<file path="src/rtl/adder_share_arbiter.sv">
// adder_share_arbiter: round-robin arbiter that time-shares one 8-bit
// Sklansky prefix adder among NUM_REQ requesters. Each request passes
// through IDLE (grant + operand capture), ADD (registered sum) and RESP
// (result held until the consumer accepts it).
// Optional build macro ADDER_ARB_SAT_EN: saturate the sum to 8'hFF on
// carry-out and expose the carry as rsp_ovf.

module sklansky_adder8 (
  input  logic [7:0] a,
  input  logic [7:0] b,
  output logic [7:0] sum
);

  // Parallel-prefix carry network, no carry-in. Level k merges every node
  // whose bit k is set with the last node of the lower half of its
  // 2^(k+1) block, giving log2(8)=3 levels with fan-out doubling per level.
  function automatic logic [7:0] prefix_add(input logic [7:0] x, input logic [7:0] y);
    logic [7:0] p;
    logic [7:0] g;
    logic [7:0] gg;
    logic [7:0] pp;
    logic [7:0] gn;
    logic [7:0] pn;
    logic [7:0] s;
    int         j;
    p  = x ^ y;
    g  = x & y;
    gg = g;
    pp = p;
    for (int k = 0; k < 3; k++) begin
      gn = gg;
      pn = pp;
      for (int i = 0; i < 8; i++) begin
        if (((i >> k) & 1) == 1) begin
          j     = ((i >> k) << k) - 1;
          gn[i] = gg[i] | (pp[i] & gg[j]);
          pn[i] = pp[i] & pp[j];
        end
      end
      gg = gn;
      pp = pn;
    end
    s[0] = p[0];
    for (int i = 1; i < 8; i++) begin
      s[i] = p[i] ^ gg[i-1];
    end
    return s;
  endfunction

  // Pure combinational sum of the two operands
  always_comb begin
    sum = prefix_add(a, b);
  end

endmodule

module adder_share_arbiter #(
  parameter int NUM_REQ = 4,
  parameter int ID_W    = 2
) (
  input  logic                 clk,
  input  logic                 rst,
  input  logic [NUM_REQ-1:0]   req_valid,
  input  logic [8*NUM_REQ-1:0] req_a,
  input  logic [8*NUM_REQ-1:0] req_b,
  output logic [NUM_REQ-1:0]   req_ready,
  output logic                 rsp_valid,
  input  logic                 rsp_ready,
  output logic [7:0]           rsp_sum,
  output logic [ID_W-1:0]      rsp_id,
  output logic                 busy
`ifdef ADDER_ARB_SAT_EN
  ,
  output logic                 rsp_ovf
`endif
);

  typedef enum logic [1:0] {
    IDLE = 2'd0,
    ADD  = 2'd1,
    RESP = 2'd2
  } state_t;

  state_t          state;
  logic [ID_W-1:0] rr_ptr;
  logic [ID_W-1:0] id_q;
  logic [7:0]      a_q;
  logic [7:0]      b_q;
  logic [7:0]      sum_w;
  logic [ID_W-1:0] winner;
  logic [ID_W:0]   cand;
  logic            any_valid;

  assign any_valid = |req_valid;
  assign busy      = (state != IDLE);

  // The one shared adder, always fed from the captured operand registers
  sklansky_adder8 u_adder (
    .a   (a_q),
    .b   (b_q),
    .sum (sum_w)
  );

  // Round-robin search from rr_ptr upward with wrap; scanning offsets from
  // the far end down lets the closest valid requester overwrite the others.
  always_comb begin
    winner = '0;
    cand   = '0;
    for (int k = NUM_REQ - 1; k >= 0; k--) begin
      cand = {1'b0, rr_ptr} + (ID_W+1)'(k);
      if (cand >= (ID_W+1)'(NUM_REQ)) begin
        cand = cand - (ID_W+1)'(NUM_REQ);
      end
      if (req_valid[cand[ID_W-1:0]]) begin
        winner = cand[ID_W-1:0];
      end
    end
  end

  // One-hot grant only while idle; reset gates it off immediately and
  // rsp_ready never reaches this path.
  always_comb begin
    req_ready = '0;
    if ((state == IDLE) && !rst && any_valid) begin
      req_ready[winner] = 1'b1;
    end
  end

`ifdef ADDER_ARB_SAT_EN
  logic sat_carry;
  assign sat_carry = (a_q[7] & b_q[7]) | ((a_q[7] ^ b_q[7]) & ~sum_w[7]);
`endif

  // Arbiter FSM: capture winner's operands, register the sum, hold the
  // response until accepted, then rotate priority past the served requester.
  always_ff @(posedge clk or posedge rst) begin
    if (rst) begin
      state     <= IDLE;
      rr_ptr    <= '0;
      id_q      <= '0;
      a_q       <= '0;
      b_q       <= '0;
      rsp_valid <= 1'b0;
      rsp_sum   <= '0;
      rsp_id    <= '0;
`ifdef ADDER_ARB_SAT_EN
      rsp_ovf   <= 1'b0;
`endif
    end else begin
      case (state)
        IDLE: begin
          if (any_valid) begin
            a_q   <= req_a[{winner, 3'b000} +: 8];
            b_q   <= req_b[{winner, 3'b000} +: 8];
            id_q  <= winner;
            state <= ADD;
          end
        end
        ADD: begin
`ifdef ADDER_ARB_SAT_EN
          rsp_sum <= sat_carry ? 8'hFF : sum_w;
          rsp_ovf <= sat_carry;
`else
          rsp_sum <= sum_w;
`endif
          rsp_id    <= id_q;
          rsp_valid <= 1'b1;
          state     <= RESP;
        end
        RESP: begin
          if (rsp_ready) begin
            rsp_valid <= 1'b0;
            rr_ptr    <= (id_q == ID_W'(NUM_REQ - 1)) ? '0 : id_q + 1'b1;
            state     <= IDLE;
          end
        end
        default: begin
          state <= IDLE;
        end
      endcase
    end
  end

endmodule
</file>
<file path="config.mk">
export PLATFORM = sky130hd
export DESIGN_NAME = adder_share_arbiter
export DESIGN_NICKNAME = d
export VERILOG_FILES = /design/src/rtl/adder_share_arbiter.sv
export SDC_FILE = /design/constraint.sdc
export NUM_CORES = 1
export LEC_CHECK = 0
export BUFFER_PORTS_ARGS = -buffer_cell sky130_fd_sc_hd__clkbuf_2
export CORE_ASPECT_RATIO = 1.5
export CORE_MARGIN = 8
export CORE_UTILIZATION = 44
export CTS_CLUSTER_SIZE = 25
export DETAILED_ROUTE_END_ITERATION = 8
export GPL_TIMING_DRIVEN = 0
export PLACE_DENSITY = 0.87
export SLEW_MARGIN = 20
export SYNTH_ARGS = -nofsm -noshare
export SYNTH_HDL_FRONTEND = slang
export SYNTH_SLANG_ARGS = --single-unit
export TNS_END_PERCENT = 1
</file>
<file path="constraint.sdc">
create_clock -name clk -period 1.85 [get_ports clk]
set_input_delay 0.37 -clock clk [delete_from_list [all_inputs] [get_ports clk]]
set_output_delay 0.37 -clock clk [all_outputs]
set_load 0.01 [all_outputs]
</file>
==> impl_results.md, run 1 <==
- Synth cell count leaders: 33 x dfrtp_1, 26 x o21ai_0, 18 x a21oi_1
- Core Area: 4770 um2
- Async S/R FF share, synth: 1.00
- Final period utilization: 1.15
- Ys Warns: 0
- Post-Syn Area: 2170 um2
- Top FF cell, synth: dfrtp_1
- Initial detailed-routing violation count: 97
- FF+latch area: 828 um2
- Max-slew violation total from the final report: 0
- Post-synthesis sequential area ratio: 0.381
- Share of cells above drive strength 1: 0.492
- Post-DP HPWL: 5.32 mm
- Proportion of power drawn by the clock network: 0.140
- Post-Syn Instances: 223
- Initial core utilization: 0.454
- # diodes: 0
- Worst Skew: 3.77 ps
- # setup viols final: 25
- Most instantiated library cell after synthesis: dfrtp_1
- H-tree levels: 2
- Vias: 2257
- Syn nets: 304
- Final Hold Viols: 0
- Clock sink count: 33
- Top cell family by delay on the critical path: simple AND/OR/NAND/NOR gates
- Root Driver: clkbuf_8
- Peak supply drop: 0.806 mV
- Maximum buffer depth of the clock tree: 2
- Seq cells post-synth: 33
- Fmax: 0.472 GHz
- Clk Latency, worst-skew pair: 300 ps
- Cell Rows: 31
- Initial antenna violation count: 0
- R2r setup slk: -230 ps
- Number of port buffers: 86
- Max stage delay on crit path: 390 ps
- Worst min path class: in -> reg
- Endpoint class of the critical path: output pin
- Total CTS buffers: 5
- TNS Setup: -5040 ps
- Synth top area share: 0.381
- Sw power: 2160 uW
- Failing checks: setup timing
- Total gr overflow: 0
- Max-slew headroom: 0.543
- Placer Congestion: 0.845
- GRT Total Usage: 0.206
- Top Ports: 87
- Routed wire per std cell: 18.8 um
- Worst r2r path cells: 6
- DR vias/cell: 5.74
- Die footprint: 7470 um2
- Largest net degree at the start of global routing: 34
- Arrival time of the worst setup path: 1750 ps
- Final #Nets: 407
- Slowest CP cell: dfrtp_1
- Power Internal: 3020 uW
- Filler instances: 370
- Synth top area cells: dfrtp_1 38%, mux2_2 8.3%, a221o_1 7.4%
- Post-layout total power: 5180 uW
- Max_cap viols: 0
- Top cell type by total area after synthesis: dfrtp_1
- Min cycle time layout: 2120 ps
- ANT nets after route: 0
- CP Data Required Time: 1480 ps
- Die width: 73.3 um
- Worst Hold Path Cells: 2
- First-pass DRT Iterations: 4
- Netlist cell types: 40
- EDFF count, synth: 0
- Worst-path fanout max: 6
- WS Path Type: reg -> out
- Outcome: complete, but fails checks
- Die Y: 102 um
- Leakage: 0.00150 uW
- Startpoint types: register
- Sw frac: 0.417
- First-pass GRT wire length: 11.9 mm
- Total wire length: 7.39 mm
- Number of global-route vias before repair: 2488
- Flop pwr share: 0.263
- Area occupied by multi-input gates: 1390 um2
- Syn Area/Cell: 9.71 um2
- CP bufs+invs: 2
- Unrepaired setup endpoints after global routing: true
- Reg clk slew, reported paths: 70 ps
- Comb power frac: 0.597
- Worst Slack Setup Final: -270 ps
- Stages on the worst setup path: 5
- CTS tree: done
- # DRC: 0
- Power density cells: 1670 nW/um2
- Area grow syn2layout: 43.0%
- Slew @ Worst Pin: 685 ps
- Cell chain of the critical path: or2_4 -> a21o_4 -> clkbuf_16 -> nor4_4 -> buf_2
-- per-stage QoR --
| step | hold slack, ps | setup WS [ps] | util | cell area (um2) | instances |
|---|---|---|---|---|---|
| final | 301 | -270 | 0.649 | 3100 | 393 |
| after global routing | 302 | -305 | 0.649 | 3100 | 393 |
| after CTS | 298 | -266 | 0.642 | 3060 | 392 |
| after detailed placement | 470 | -573 | 0.582 | 2780 | 375 |
| after global placement | 462 | -526 | 0.582 | 2780 | 375 |
| after floorplan | 454 | -118 | - | 2270 | 223 |
-- sequential cells by signal, indices dropped and copies added, names as in the netlist --
signal     count
a_q            8
b_q            8
rsp_sum        8
id_q           2
rr_ptr         2
rsp_id         2
state          2
rsp_valid      1
-- power groups by stage --
stage                     registers, uW  logic (uW)  clock network (uW)
after floorplan                    1340        1900                   0
after global placement             1350        2510                   0
after detailed placement           1370        2620                   0
after CTS                          1350        2960                 728
after global routing               1410        3370                 750
final                              1360        3100                 726
-- metal layers --
metal  track usage  up-vias  wire length (um)
met3        0.0619       28               610
met4         0.108        0               319
met5             0        -                 0
met1         0.215     1068              2650
li1              -     1032                 -
met2         0.360      129              3810
-- kinds of logic after synthesis --
logic type / synth area share
AND/OR/NAND/NOR: 0.162
buffers and inverters: 0.0508
flip-flops: 0.381
multiplexers: 0.111
AO/OA/AOI/OAI: 0.214
XOR/XNOR: 0.0121
adder cells (fa/ha/maj): 0.0682
-- what timing repair did --
action,4_1_cts,5_1_grt
resized for setup,20,12
pin swaps,5,1
setup buffers,12,1
setup endpoints to repair,25,25
hold buffers,0,0
gates cloned,0,0
-- cell usage in the layout, fill, tap and decap left out, types with 6 or more instances in the layout --
| master | synthesis | routed |
|---|---|---|
| a21oi_1 | 18 | 17 |
| a221o_1 | 16 | 16 |
| buf_2 | 4 | 6 |
| buf_4 | 0 | 12 |
| clkbuf_2 | 0 | 81 |
| clkbuf_8 | 0 | 7 |
| dfrtp_1 | 33 | 31 |
| ha_1 | 7 | 6 |
| inv_1 | 13 | 12 |
| mux2_2 | 16 | 13 |
| mux2_4 | 4 | 7 |
| nand2_1 | 11 | 10 |
| nand3_1 | 17 | 17 |
| o21ai_0 | 26 | 24 |
-- path summary, 6_finish.rpt --
check,to,from
min reg2reg,rsp_sum[1]$_DFFE_PP0P_,rsp_sum[1]$_DFFE_PP0P_
min in group asynchronous,a_q[7]$_DFFE_PP0P_,rst
max reg2reg,a_q[1]$_DFFE_PP0P_,rr_ptr[0]$_DFFE_PP0P_
max,req_ready[0],state[1]$_DFFE_PP0P_
min,state[1]$_DFFE_PP0P_,rsp_ready
max in group asynchronous,rr_ptr[1]$_DFFE_PP0P_,rst
-- layout make-up --
type | count | area share
Clock buffer | 6 | 0.0267
Sequential cell | 33 | 0.267
Tap cell | 66 | 0.0267
Timing Repair Buffer | 99 | 0.172
Multi-Input combinational cell | 164 | 0.448
Clock inverter | 2 | 0.0121
Buffer | 10 | 0.0307
Inverter | 13 | 0.0158
-- worst reg2reg max path, cell delays in order (launching register included) --
cell and delay, ps:
dfrtp_2 440, buf_4 140, nor3b_4 160, o31ai_2 550, buf_2 330, a21oi_1 80, a221o_1 270
No activity file was read; power rests on OpenSTA's default activity.
==> run 2, diff against run 1 <==
Settings changed: MAX_ROUTING_LAYER set to met4, SLEW_MARGIN 20 to unset.
==> run 2 against run 1 <==
Effect of this change:
- the flow still finishes with violations (setup timing)
- clock skew increased by 0.71 ps
- sequential share of layout area down 0.20 points
- die area did not move
- final area grew 0.77%
- combinational power barely moved
- first-iteration DRC count up 25%
==> impl_results.md, run 2 (synthesized netlist as in run 1, its figures left out) <==
- Outcome: complete, but fails checks
- Failing checks: setup timing
- Clk Latency, worst-skew pair: 300 ps (about the same)
- Max-slew headroom: 0.600 (+0.0570)
- Cell chain of the critical path: or2_4 -> a21o_4 -> clkbuf_16 -> nor4_4 -> buf_2
- FF+latch area: 828 um2 (unchanged)
- Largest net degree at the start of global routing: 34 (unchanged)
- Die footprint: 7470 um2 (unchanged)
- Place WS: -573 ps (unchanged)
- Total wire length: 7.35 mm (-0.53%)
- First-pass DRT Iterations: 4 (unchanged)
- Max-slew violation total from the final report: 0 (unchanged)
- Cell Rows: 31 (unchanged)
- # setup viols final: 25 (unchanged)
- Proportion of power drawn by the clock network: 0.140 (about the same)
- CP Data Required Time: 1480 ps (about the same)
- Worst Skew: 4.48 ps (+0.706 ps)
- Final #Nets: 408 (+0.25%)
- Maximum buffer depth of the clock tree: 2 (unchanged)
- Worst Setup SP: state[1]$_DFFE_PP0P_
- Endpoint class of the critical path: output pin
- Top Ports: 87 (unchanged)
- Final Hold Viols: 0 (unchanged)
- Sw frac: 0.415 (-0.00166)
- Share of cells above drive strength 1: 0.491 (-0.00150)
- Power density cells: 1660 nW/um2 (-1.1%)
- Flop pwr share: 0.263 (about the same)
- Initial antenna violation count: 0 (unchanged)
- WS Path Type: reg -> out
- # DRC: 0 (unchanged)
- Initial core utilization: 0.454 (unchanged)
- # diodes: 0 (unchanged)
- Area occupied by multi-input gates: 1390 um2 (unchanged)
- Unrepaired setup endpoints after global routing: true
- Root Driver: clkbuf_8
- GRT Total Usage: 0.212 (+0.00583)
- Area grow syn2layout: 44.1%
- Routed wire per std cell: 18.7 um (-0.78%)
- Post-layout total power: 5170 uW (-0.30%)
- H-tree levels: 2 (unchanged)
- Min cycle time layout: 2120 ps (-3.05 ps)
- Hold WS: 181 ps (-120 ps)
- Comb power frac: 0.597 (about the same)
- Max stage delay on crit path: 390 ps (about the same)
- Max_cap viols: 0 (unchanged)
- Worst-path fanout max: 6 (unchanged)
- Commonest non-fill, non-tap cells in the layout: 81 x clkbuf_2, 31 x dfrtp_1, 24 x o21ai_0, 17 x nand3_1, 17 x a21oi_1
- Worst Slack Setup Final: -266 ps (+3.05 ps)
- RR Startpoint: rr_ptr[0]$_DFFE_PP0P_
- Core Area: 4770 um2 (unchanged)
- R2r setup slk: -250 ps (-20 ps)
- Power Internal: 3020 uW (about the same)
- Leakage: 0.00152 uW (+0.82%)
- Vias: 2232 (-1.1%)
- Clock sink count: 33 (unchanged)
- Arrival time of the worst setup path: 1750 ps (about the same)
- Final period utilization: 1.14 (-0.00165)
- Slowest CP cell: dfrtp_1
- Initial detailed-routing violation count: 121 (+25%)
- Worst min path class: in -> async
- Largest registers: a_q x8, b_q x8, rsp_sum x8
- Fmax: 0.472 GHz (+0.14%)
- Reg clk slew, reported paths: 70 ps (about the same)
- Total CTS buffers: 5 (unchanged)
- Slew @ Worst Pin: 597 ps (-88.1 ps)
- Filler instances: 366 (-1.1%)
- Placer Congestion: 0.858 (+1.6%)
- ANT nets after route: 0 (unchanged)
- Worst R2R End: b_q[5]$_DFFE_PP0P_
- Die Y: 102 um (unchanged)
- Setup crit end: req_ready[0]
- CTS tree: done
- Startpoint types: register
- Total gr overflow: 0 (unchanged)
- Peak supply drop: 0.807 mV (about the same)
- Final Core Density: 0.654 (+0.00498)
- Sw power: 2140 uW (-0.70%)
- Worst r2r path cells: 8 (+2)
- First-pass GRT wire length: 11.9 mm (-0.29%)
- Die width: 73.3 um (unchanged)
- Number of global-route vias before repair: 2498 (+0.40%)
- DR vias/cell: 5.66 (-1.4%)
- Number of port buffers: 86 (unchanged)
- Post-DP HPWL: 5.32 mm (about the same)
- Most common cell after layout, fill and taps aside: clkbuf_2
## run 2: power groups by stage
stage                     Sequential (uW)  Clock [uW]  Combinational (uW)
after global routing                 1410         752                3370
after CTS                            1350         728                2960
final                                1360         724                3080
after detailed placement             1370           0                2620
after floorplan                      1340           0                1900
after global placement               1350           0                2510
## run 2: through the flow
step                      area [um2]  TNS [ps]  cells
final                           3120     -5010    394
after global routing            3120     -6550    394
after CTS                       3060     -3980    392
after detailed placement        2780    -10140    375
after global placement          2780     -9080    375
after floorplan                 2270     -1410    223
## run 2: layer usage
| layer | wire (um) | GRT usage |
|---|---|---|
| met1 | 2710 | 0.223 |
| met2 | 3810 | 0.358 |
| met3 | 514 | 0.0501 |
| met4 | 318 | 0.110 |
| met5 | 0 | - |
## run 2: final cells by class
class,instances,area share
clock inverters,2,0.0120
plain buffers,10,0.0305
clock buffers,6,0.0265
flip-flops and latches,33,0.265
repair buffers,100,0.179
multi-input cells,164,0.445
well taps,66,0.0265
inverters,13,0.0156
## run 2: timing repair
action                                  in CTS  in global routing
endpoints found under the setup margin      25                 25
hold buffers                                 0                  0
setup buffers                               12                  1
resized for setup                           20                 11
pin swaps                                    5                  1
## run 2: worst max-delay path: cells and delay by family, from the launching register on
family,cells,cell delay [ps]
AND/OR/NAND/NOR,2,510
buffers and inverters,2,340
AO/OA/AOI/OAI,1,210
flip-flops,1,390
## run 2: worst min path at each step
stage	start	end	slack, ps	cells after the start
after floorplan	state[1]$_DFFE_PP0P_	rsp_valid$_DFFE_PP0P_	450	1
after global placement	rsp_sum[5]$_DFFE_PP0P_	rsp_sum[5]$_DFFE_PP0P_	460	2
after detailed placement	rsp_sum[1]$_DFFE_PP0P_	rsp_sum[1]$_DFFE_PP0P_	470	2
after CTS	rsp_ready	state[1]$_DFFE_PP0P_	300	2
after global routing	rst	a_q[7]$_DFFE_PP0P_	230	2
final	rst	a_q[7]$_DFFE_PP0P_	180	2
==> run 3, diff against run 2 <==
Settings changed: CORE_MARGIN 8 to 2.
==> run 3 against run 2 <==
Effect of this change:
- the run still ends with setup timing left
- final area down 1.1%
- flip-flop and latch count unchanged
- clock skew grew 5.5 ps
- critical path depth increased by 1
- global-route usage up 4.9 points
- non-clock buffer count stayed put
- core utilization shrank 0.73 points
- largest cell class unchanged
- largest power group unchanged
==> impl_results.md, run 3 (synthesized netlist as in run 1, its figures left out) <==
- RR Startpoint: rr_ptr[0]$_DFFE_PP0P_
- Power density cells: 1630 nW/um2 (-1.8%)
- Share of cells above drive strength 1: 0.488 (-0.00305)
- # setup viols final: 24 (-4.0%)
- Outcome: complete, but fails checks
- Area grow syn2layout: 42.5%
- Maximum buffer depth of the clock tree: 2 (unchanged)
- Commonest non-fill, non-tap cells in the layout: 83 x clkbuf_2, 31 x dfrtp_1, 25 x o21ai_0, 18 x a21oi_1, 17 x nand3_1
- First-pass GRT wire length: 10.6 mm (-11%)
- Leakage: 0.00150 uW (-1.1%)
- Post-layout total power: 5020 uW (-2.9%)
- Comb power frac: 0.587 (-0.010)
- Initial antenna violation count: 0 (unchanged)
- Largest registers: a_q x8, b_q x8, rsp_sum x8
- Peak supply drop: 0.796 mV (-1.3%)
- Worst-path fanout max: 4 (-2)
- # DRC: 0 (unchanged)
- DR vias/cell: 5.64 (-0.45%)
- Startpoint types: register
- H-tree levels: 2 (unchanged)
- Top Ports: 87 (unchanged)
- Total gr overflow: 0 (unchanged)
- Worst Skew: 9.94 ps (+5.46 ps)
- Initial core utilization: 0.454 (unchanged)
- Min cycle time layout: 2140 ps (+28.1 ps)
- Clk Latency, worst-skew pair: 300 ps (about the same)
- Fmax: 0.466 GHz (-1.3%)
- Place WS: -566 ps (+6.58 ps)
- Arrival time of the worst setup path: 1770 ps (+20 ps)
- Die Y: 89.9 um (-12%)
- Power Internal: 2980 uW (-1.6%)
- Total wire length: 6.21 mm (-16%)
- Sw frac: 0.407 (-0.00758)
- Slowest CP cell: dfrtp_2
- Final Hold Viols: 0 (unchanged)
- Number of port buffers: 86 (unchanged)
- Routed wire per std cell: 15.8 um (-16%)
- Post-route cell area: 3090 um2 (-1.1%)
- Most common cell after layout, fill and taps aside: clkbuf_2
- ANT nets after route: 0 (unchanged)
- Final period utilization: 1.16 (+0.0152)
- Metal-1 WL: 2.34 mm (-14%)
- WS Path Type: reg -> out
- GRT Total Usage: 0.261 (+0.0491)
- Worst R2R End: a_q[5]$_DFFE_PP0P_
- Initial detailed-routing violation count: 58 (-52%)
- Placer Congestion: 0.833 (-2.9%)
- DR WL met2: 3.18 mm (-17%)
- TNS Setup: -5430 ps (-423 ps)
- Largest net degree at the start of global routing: 34 (unchanged)
- Most used cell, CP: nor4_4
- Flop pwr share: 0.269 (+0.006)
- Root Driver: clkbuf_8
- Vias: 2222 (-0.45%)
- Worst r2r path cells: 7 (-1)
- First-pass DRT Iterations: 4 (unchanged)
- Endpoint class of the critical path: output pin
- Hold WS: 120 ps (-61.8 ps)
- Highest Signal Layer: met4
- Total CTS buffers: 5 (unchanged)
- Filler instances: 371 (+1.4%)
- Worst min path class: in -> async
- # diodes: 0 (unchanged)
- Number of global-route vias before repair: 2366 (-5.3%)
- Slew @ Worst Pin: 623 ps (+26.1 ps)
- Cell Rows: 31 (unchanged)
- Post-DP HPWL: 4.66 mm (-13%)
- Post-DP Area: 2780 um2 (unchanged)
- Metal3 WL: 441 um (-14%)
- Max-slew violation total from the final report: 0 (unchanged)
- Reg clk slew, reported paths: 70 ps (about the same)
- Failing checks: setup timing
- Clock sink count: 33 (unchanged)
- FF+latch area: 828 um2 (unchanged)
- Core Area: 4770 um2 (unchanged)
- CP bufs+invs: 2 (unchanged)
- Proportion of power drawn by the clock network: 0.143 (+0.003)
- Area occupied by multi-input gates: 1370 um2 (-1.4%)
- Max stage delay on crit path: 420 ps (+30 ps)
- Max-slew headroom: 0.582 (-0.0175)
- R2r setup slk: -260 ps (about the same)
- Cell chain of the critical path: nor2b_4 -> nor4_4 -> nor2_4 -> buf_12 -> nor4_4 -> buf_2
- Sw power: 2040 uW (-4.6%)
- Worst Slack Setup Final: -295 ps (-28.1 ps)
- Max_cap viols: 0 (unchanged)
- Unrepaired setup endpoints after global routing: true
- Final #Nets: 408 (unchanged)
- Die width: 61.3 um (-16%)
- Top cell family by delay on the critical path: simple AND/OR/NAND/NOR gates
- CTS tree: done
- CP Data Required Time: 1480 ps (about the same)
- Die footprint: 5510 um2 (-26%)
==> run 3: cell count changes in the layout (fill, tap and decap cells not counted), sizes merged <==
cell    before  now
inv         13   12
buf         22   23
clkbuf      94   93
clkinv       0    1
==> run 3: final cells by class <==
class / count / area share
well taps: 66 / 0.0268
multi-input cells: 164 / 0.444
clock inverters: 2 / 0.0122
plain buffers: 10 / 0.0288
flip-flops and latches: 33 / 0.268
repair buffers: 100 / 0.178
inverters: 13 / 0.0158
clock buffers: 6 / 0.0268
==> run 3: layer usage <==
layer  vias to the layer above  global-route usage
li1                       1039                   -
met1                      1050               0.306
met2                       112               0.411
met3                        21              0.0547
met4                         0               0.127
met5                         -                   -
==> run 3: worst max-delay path by stage <==
stage / start / endpoint / cells past startpoint
after floorplan: req_valid[1] / a_q[7]$_DFFE_PP0P_ / 7
after global placement: req_valid[1] / req_ready[0] / 8
after detailed placement: req_valid[1] / req_ready[2] / 8
after CTS: rr_ptr[0]$_DFFE_PP0P_ / req_ready[3] / 7
after global routing: rr_ptr[0]$_DFFE_PP0P_ / req_ready[1] / 6
final: rr_ptr[0]$_DFFE_PP0P_ / req_ready[3] / 6
==> run 3: timing repair <==
item                       CTS  global route
setup endpoints to repair   25            25
setup buffers               11             2
pin swaps                    5             3
resized for setup           17            11
hold buffers                 0             0
==> run 3: power by group through the flow <==
stage / sequential (uW) / combinational [uW] / clock, uW
after floorplan: 1340 / 1900 / 0
after global placement: 1350 / 2490 / 0
after detailed placement: 1370 / 2590 / 0
after CTS: 1340 / 2900 / 735
after global routing: 1400 / 3270 / 767
final: 1350 / 2950 / 719
==> run 3: worst register-to-register path, cell delays in order (launching register included) <==
cell      delay, ps
dfrtp_2         450
nand2b_4        150
and4b_1         200
buf_6           130
nor2_4          160
buf_4           230
mux2_2          380
a221o_1         320
==> run 3: per-stage QoR <==
step           instances   util
2_1_floorplan        223      -
3_3_place_gp         375  0.582
3_5_place_dp         375  0.582
4_1_cts              391  0.635
5_1_grt              394  0.647
6_report             394  0.647
